[src/rtl/clk_period_meter_pkg.sv]
// clk_period_meter_pkg: shared state encoding and default sizing for clk_period_meter
package clk_period_meter_pkg;
  typedef enum logic [1:0] {IDLE, HIGH, LOW} state_t;
  localparam logic [31:0] MAX_CNT_DEF = 32'd50_000_000;
  localparam int CW_DEF = 32;
endpackage

[src/rtl/clk_period_meter_sync_edge_det.sv]
// sync_edge_det: 2-flop synchroniser with rise/fall pulses for any asynchronous input
// Optional stability filter enabled by CLK_PERIOD_METER_GLITCH_FILTER_EN.
module sync_edge_det #(
  parameter int FILT_LEN = 4
) (
  input  logic clkin,
  input  logic reset,
  input  logic d,
  output logic lvl,
  output logic rise,
  output logic fall
);
  logic s1, s2, s_d;
  always_ff @(posedge clkin) begin
    s1 <= reset ? d : 1'b0;
    s2 <= reset ? s1 : 1'b0;
  end
`ifdef CLK_PERIOD_METER_GLITCH_FILTER_EN
  localparam int FW = $clog2(FILT_LEN + 1);
  logic [FW-1:0] fc;
  logic f;
  // accept a new level only after FILT_LEN consecutive cycles of disagreement
  always_ff @(posedge clkin) begin
    if (!reset) begin
      f <= 1'b0;
      fc <= '0;
    end else if (s2 == f) begin
      fc <= '0;
    end else if (fc == FW'(FILT_LEN - 1)) begin
      f <= s2;
      fc <= '0;
    end else begin
      fc <= fc + 1'b1;
    end
  end
  assign lvl = f;
`else
  localparam int unused_filt_len = FILT_LEN;
  assign lvl = s2;
`endif
  always_ff @(posedge clkin) s_d <= reset ? lvl : 1'b0;
  assign rise = lvl & ~s_d;
  assign fall = ~lvl & s_d;
endmodule

[src/rtl/clk_period_meter.sv]
// clk_period_meter: measures period and high time of sig_in in clkin cycles, with timeout
// Optional input glitch filter enabled by CLK_PERIOD_METER_GLITCH_FILTER_EN.
import clk_period_meter_pkg::*;
module clk_period_meter #(
  parameter logic [31:0] MAX_CNT = MAX_CNT_DEF,
  parameter int CW = CW_DEF,
  parameter int FILT_LEN = 4
) (
  input  logic          clkin,
  input  logic          reset,
  input  logic          sig_in,
  output logic [CW-1:0] period,
  output logic [CW-1:0] high_time,
  output logic          valid,
  output logic          timeout
);
  localparam logic [CW-1:0] LIM = CW'(MAX_CNT);
  state_t state, state_n;
  logic [CW-1:0] cnt, hi_lat;
  logic rise, fall, unused_lvl, at_lim, tmo;
  sync_edge_det #(.FILT_LEN(FILT_LEN)) u_sync (
    .clkin(clkin),
    .reset(reset),
    .d(sig_in),
    .lvl(unused_lvl),
    .rise(rise),
    .fall(fall)
  );
  assign at_lim = cnt == LIM;
  // a rise at the limit still closes the period; only an edge-free limit cycle times out
  always_comb begin
    state_n = state;
    tmo = 1'b0;
    case (state)
      IDLE: state_n = rise ? HIGH : IDLE;
      HIGH: begin
        tmo = at_lim & ~rise & ~fall;
        state_n = rise ? HIGH : fall ? LOW : tmo ? IDLE : HIGH;
      end
      LOW: begin
        tmo = at_lim & ~rise;
        state_n = rise ? HIGH : tmo ? IDLE : LOW;
      end
      default: state_n = IDLE;
    endcase
  end
  always_ff @(posedge clkin) state <= reset ? state_n : IDLE;
  always_ff @(posedge clkin) begin
    if (!reset) begin
      cnt <= '0;
      hi_lat <= '0;
      period <= '0;
      high_time <= '0;
      valid <= 1'b0;
      timeout <= 1'b0;
    end else begin
      valid <= 1'b0;
      if (rise) begin
        cnt <= CW'(1);
        if (state != IDLE) begin
          period <= cnt;
          high_time <= (state == HIGH) ? cnt : hi_lat;
          valid <= 1'b1;
          timeout <= 1'b0;
        end
      end else if (tmo) begin
        timeout <= 1'b1;
      end else if (state != IDLE) begin
        if (fall && state == HIGH) hi_lat <= cnt;
        cnt <= at_lim ? cnt : cnt + 1'b1;
      end
    end
  end
endmodule
[config.mk]
export PLATFORM = sky130hd
export DESIGN_NAME = clk_period_meter
export DESIGN_NICKNAME = d
export VERILOG_FILES = /design/src/rtl/clk_period_meter_pkg.sv /design/src/rtl/clk_period_meter_sync_edge_det.sv /design/src/rtl/clk_period_meter.sv
export SDC_FILE = /design/constraint.sdc
export NUM_CORES = 1
export LEC_CHECK = 0
export CELL_PAD_IN_SITES_DETAIL_PLACEMENT = 1
export CELL_PAD_IN_SITES_GLOBAL_PLACEMENT = 1
export CORE_MARGIN = 5
export CORE_UTILIZATION = 39
export CTS_BUF_LIST = sky130_fd_sc_hd__clkbuf_4
export CTS_CLUSTER_DIAMETER = 40
export DETAILED_ROUTE_END_ITERATION = 12
export PLACE_DENSITY = 0.83
export SLEW_MARGIN = 20
export SYNTH_ARGS = -nofsm -noshare
export SYNTH_HDL_FRONTEND = slang
export SYNTH_SLANG_ARGS = --single-unit
[constraint.sdc]
create_clock -name clkin -period 2.2 [get_ports clkin]
set_clock_uncertainty 0.15 [all_clocks]
set_input_delay 0.22 -clock clkin [delete_from_list [all_inputs] [get_ports clkin]]
set_output_delay 0.22 -clock clkin [all_outputs]
set_load 0.1 [all_outputs]
==> reports/qor.yml <==
status:
  status: "finished with violations"
  violations: "negative setup slack"
critical_path:
  critPathTopFamily: "simple AND/OR/NAND/NOR gates"
  crit_arrival_ns: 2.54
  crit_slowest_cell: "nor4_2"
  path_buf_inv: 2
  path_depth: 8
  cp_cell_sequence: "inv_2 -> ha_4 -> nor4bb_4 -> nand4_1 -> nor4_2 -> a21boi_2 -> buf_6 -> a221o_1"
  end_kind: "flip-flop"
  crit_path_start: "cnt[0]$_SDFFE_PN0P_"
  cpPeakStageDelay_ns: 0.38
  required_ns: 2.49
  timing.rr.start: "cnt[0]$_SDFFE_PN0P_"
  start_kind: "flip-flop"
  rr_worst_depth: 8
  crit_path_max_fanout: 5
  path_class: "reg -> reg"
floorplanning:
  io_pins: 69
  start_util_pct: 39.8
  rows: 44
  core-area_sq_um: 14500
  die_h_microns: 132
  die_w_microns: 132
  fp.dieArea_sq_um: 17400
yosys:
  syn_inst: 675
  yosysTopAreaCellShare_pct: 46.7
  synth-edff-count: 0
  synth_top_area_cell: "dfxtp_1"
  synth_nets: 684
  synth_ff_type: "dfxtp_1"
  yosysSeqAreaShare_pct: 46.7
  yosys.cell_types.count: 47
  synth_area_per_cell_sq_um: 8.57
  async_flop_share_pct: 0
  synthesis.area_sq_um: 5780
  yosys_warnings: 0
  synth.area.top_cells: "dfxtp_1 47%, nand2_1 7.2%, nor2_1 6.5%, mux2i_1 5.7%, a221o_1 5.5%"
  yosys_register_bits: 135
sta:
  fmax_mhz: 445
  slew_headroom_pct: 49.3
  rsz0062_at_grt: "yes"
  tightestPinTransition_ns: 0.761
  min_period_ns: 2.25
  setup_viol: 14
  whs_ns: 0.120
  hold_violations: 0
  totalNegativeSetupSlack_ns: -0.191
  drv_slew: 0
  timing.final.crit_share_pct: 102
  layout_setup_ws_ns: -0.0482
clock_network:
  clockBufferDepth: 2
  holdBufCountCts: 0
  clock-sinks: 135
  cts_root_buffer: "clkbuf_4"
  cts_tree: "built"
  clk_pin_slew_worst_paths_ns: 0.13
  htreeDepth: 4
  cts_buffers: 17
  clk_latency_ns: 0.55
route:
  drc: 0
  drtPass1Iterations: 4
  totalWireLength_microns: 17100
  wl_per_cell_microns: 18.0
  wl_met2_microns: 8600
  num_vias: 5241
  wl_met3_microns: 788
  viasPerCell: 5.49
  met1_length_microns: 7410
  route.antenna.remaining_nets: 0
  top_layer_used: "met4"
  first_iter_violations: 329
power_and_ir_drop:
  peakVddDrop_uv: 333
  powerDensity_nw_per_um2: 614
  power_mw: 4.41
  leakagePower_nw: 2.70
layout:
  multi_input_area_sq_um: 2870
  num_antenna_cells: 0
  nFillCells: 1715
  seqCellArea_sq_um: 2710
  drive_gt1_share_pct: 24.5
  areaGrowthSynthToFinish_pct: 24.1
  final_nets: 767
  final_core_util_pct: 49.4
  postLayoutCellArea_sq_um: 7180
global_route:
  overflow: 0
  grt_usage_pct: 18.8
  antenna_found_initial: 0
  grt_max_degree: 69
  grt_pass1_wl_microns: 27300
  grt_pass1_vias: 5514
placement:
  io_buffers: 68
  place.gp.congestion: 0.855
  postPlaceCellArea_sq_um: 6760
  dp_hpwl_microns: 11500
hold_path:
  hold_depth: 2
  hold_start: "sig_in"
  hp-class: "in -> reg"
job:
  maxCapViolCount: 0
==> cell type report <==
class / instances / share of cell area (%)
clock buffer: 17 / 1.78
clock inverter: 14 / 2.23
inverter: 6 / 0.314
multi-input combinational: 468 / 39.9
sequential: 135 / 37.8
tap: 184 / 3.21
timing repair buffer: 130 / 14.8
==> Yosys cell counts, types with 2 or more instances <==
master    count
dfxtp_1     135
buf_1         6
buf_2        15
nor4_1        7
clkbuf_1     44
nor4b_1       5
mux2i_1      33
nand4_1      11
nand2_1     111
and4_1        3
nand4b_1      3
a211oi_1     32
o21ai_0       7
a21oi_1      37
or4_4         2
nor2_1      100
nand3_1      13
and3_1        6
and2_1        4
a221o_1      32
inv_1         5
or2_2         2
xnor2_1       9
ha_1          6
or3_1         5
nor3_1        6
xor2_1       16
==> state kept, by name (all words and copies together), names as in the netlist <==
register	cells
hi_lat	32
state	2
period	32
cnt	32
high_time	32
u_sync.s_d	1
timeout	1
valid	1
u_sync.s1	1
u_sync.lvl	1
==> placed cells by master (no fill, tap or decap), types with 4 or more instances in the layout <==
cell	n
a211oi_1	32
a21oi_1	37
a221o_1	32
and2_1	4
and3_1	5
buf_12	4
buf_4	120
clkbuf_4	17
clkinv_2	5
dfxtp_1	127
dfxtp_2	8
mux2i_1	33
nand2_1	111
nand3_1	13
nand4_1	11
nor2_1	99
nor3_1	5
nor4_2	5
nor4b_1	5
o21ai_0	7
or3_1	5
xnor2_1	9
xor2_1	16
==> path summary, 6_finish.rpt <==
check                             to  slack [ns]
max          hi_lat[13]$_SDFFE_PN0P_       -0.05
min             u_sync.s1$_SDFF_PN0_        0.12
max reg2reg  hi_lat[13]$_SDFFE_PN0P_       -0.05
min reg2reg    u_sync.lvl$_SDFF_PN0_        0.29
==> worst register-to-register path, delay by kind of cell (launching register included) <==
family	cells	cell delay (ns)
adder cells (fa/ha/maj)	1	0.13
flip-flops	1	0.36
buffers and inverters	2	0.24
AO/OA/AOI/OAI	2	0.51
AND/OR/NAND/NOR	3	0.74
==> power breakdown <==
group	internal (mW)	switching [mW]	total, mW
sequential	2.46	0.00893	2.47
clock	0.770	0.940	1.71
combinational	0.0661	0.168	0.234
==> per-stage QoR <==
step,instances,setup WS [ns]
CTS,951,0.00697
detailed placement,919,-0.125
finish,954,-0.0482
floorplan,675,-0.0230
global route,954,-0.153
global placement,919,0.00905
==> cell families after synthesis <==
family / share of synthesized area [%]
flops: 46.7
buf+inv: 5.02
fa+ha+maj: 1.47
xor+xnor: 3.79
mux: 5.71
compound gates: 14.5
simple gates: 22.8
==> timing repair <==
action / in CTS / in global routing
pin swaps: 3 / 19
resized for setup: 6 / 19
setup buffers: 1 / 1
setup endpoints to repair: 32 / 47
cloned: 0 / 2
==> routing by layer <==
layer / vias up / track usage, %
met1: 2589 / 23.0
li1: 2509 / -
met5: - / 0
met3: 27 / 4.47
met4: 0 / 6.29
met2: 116 / 32.5
Note: power is estimated with default switching activity, not from simulation.
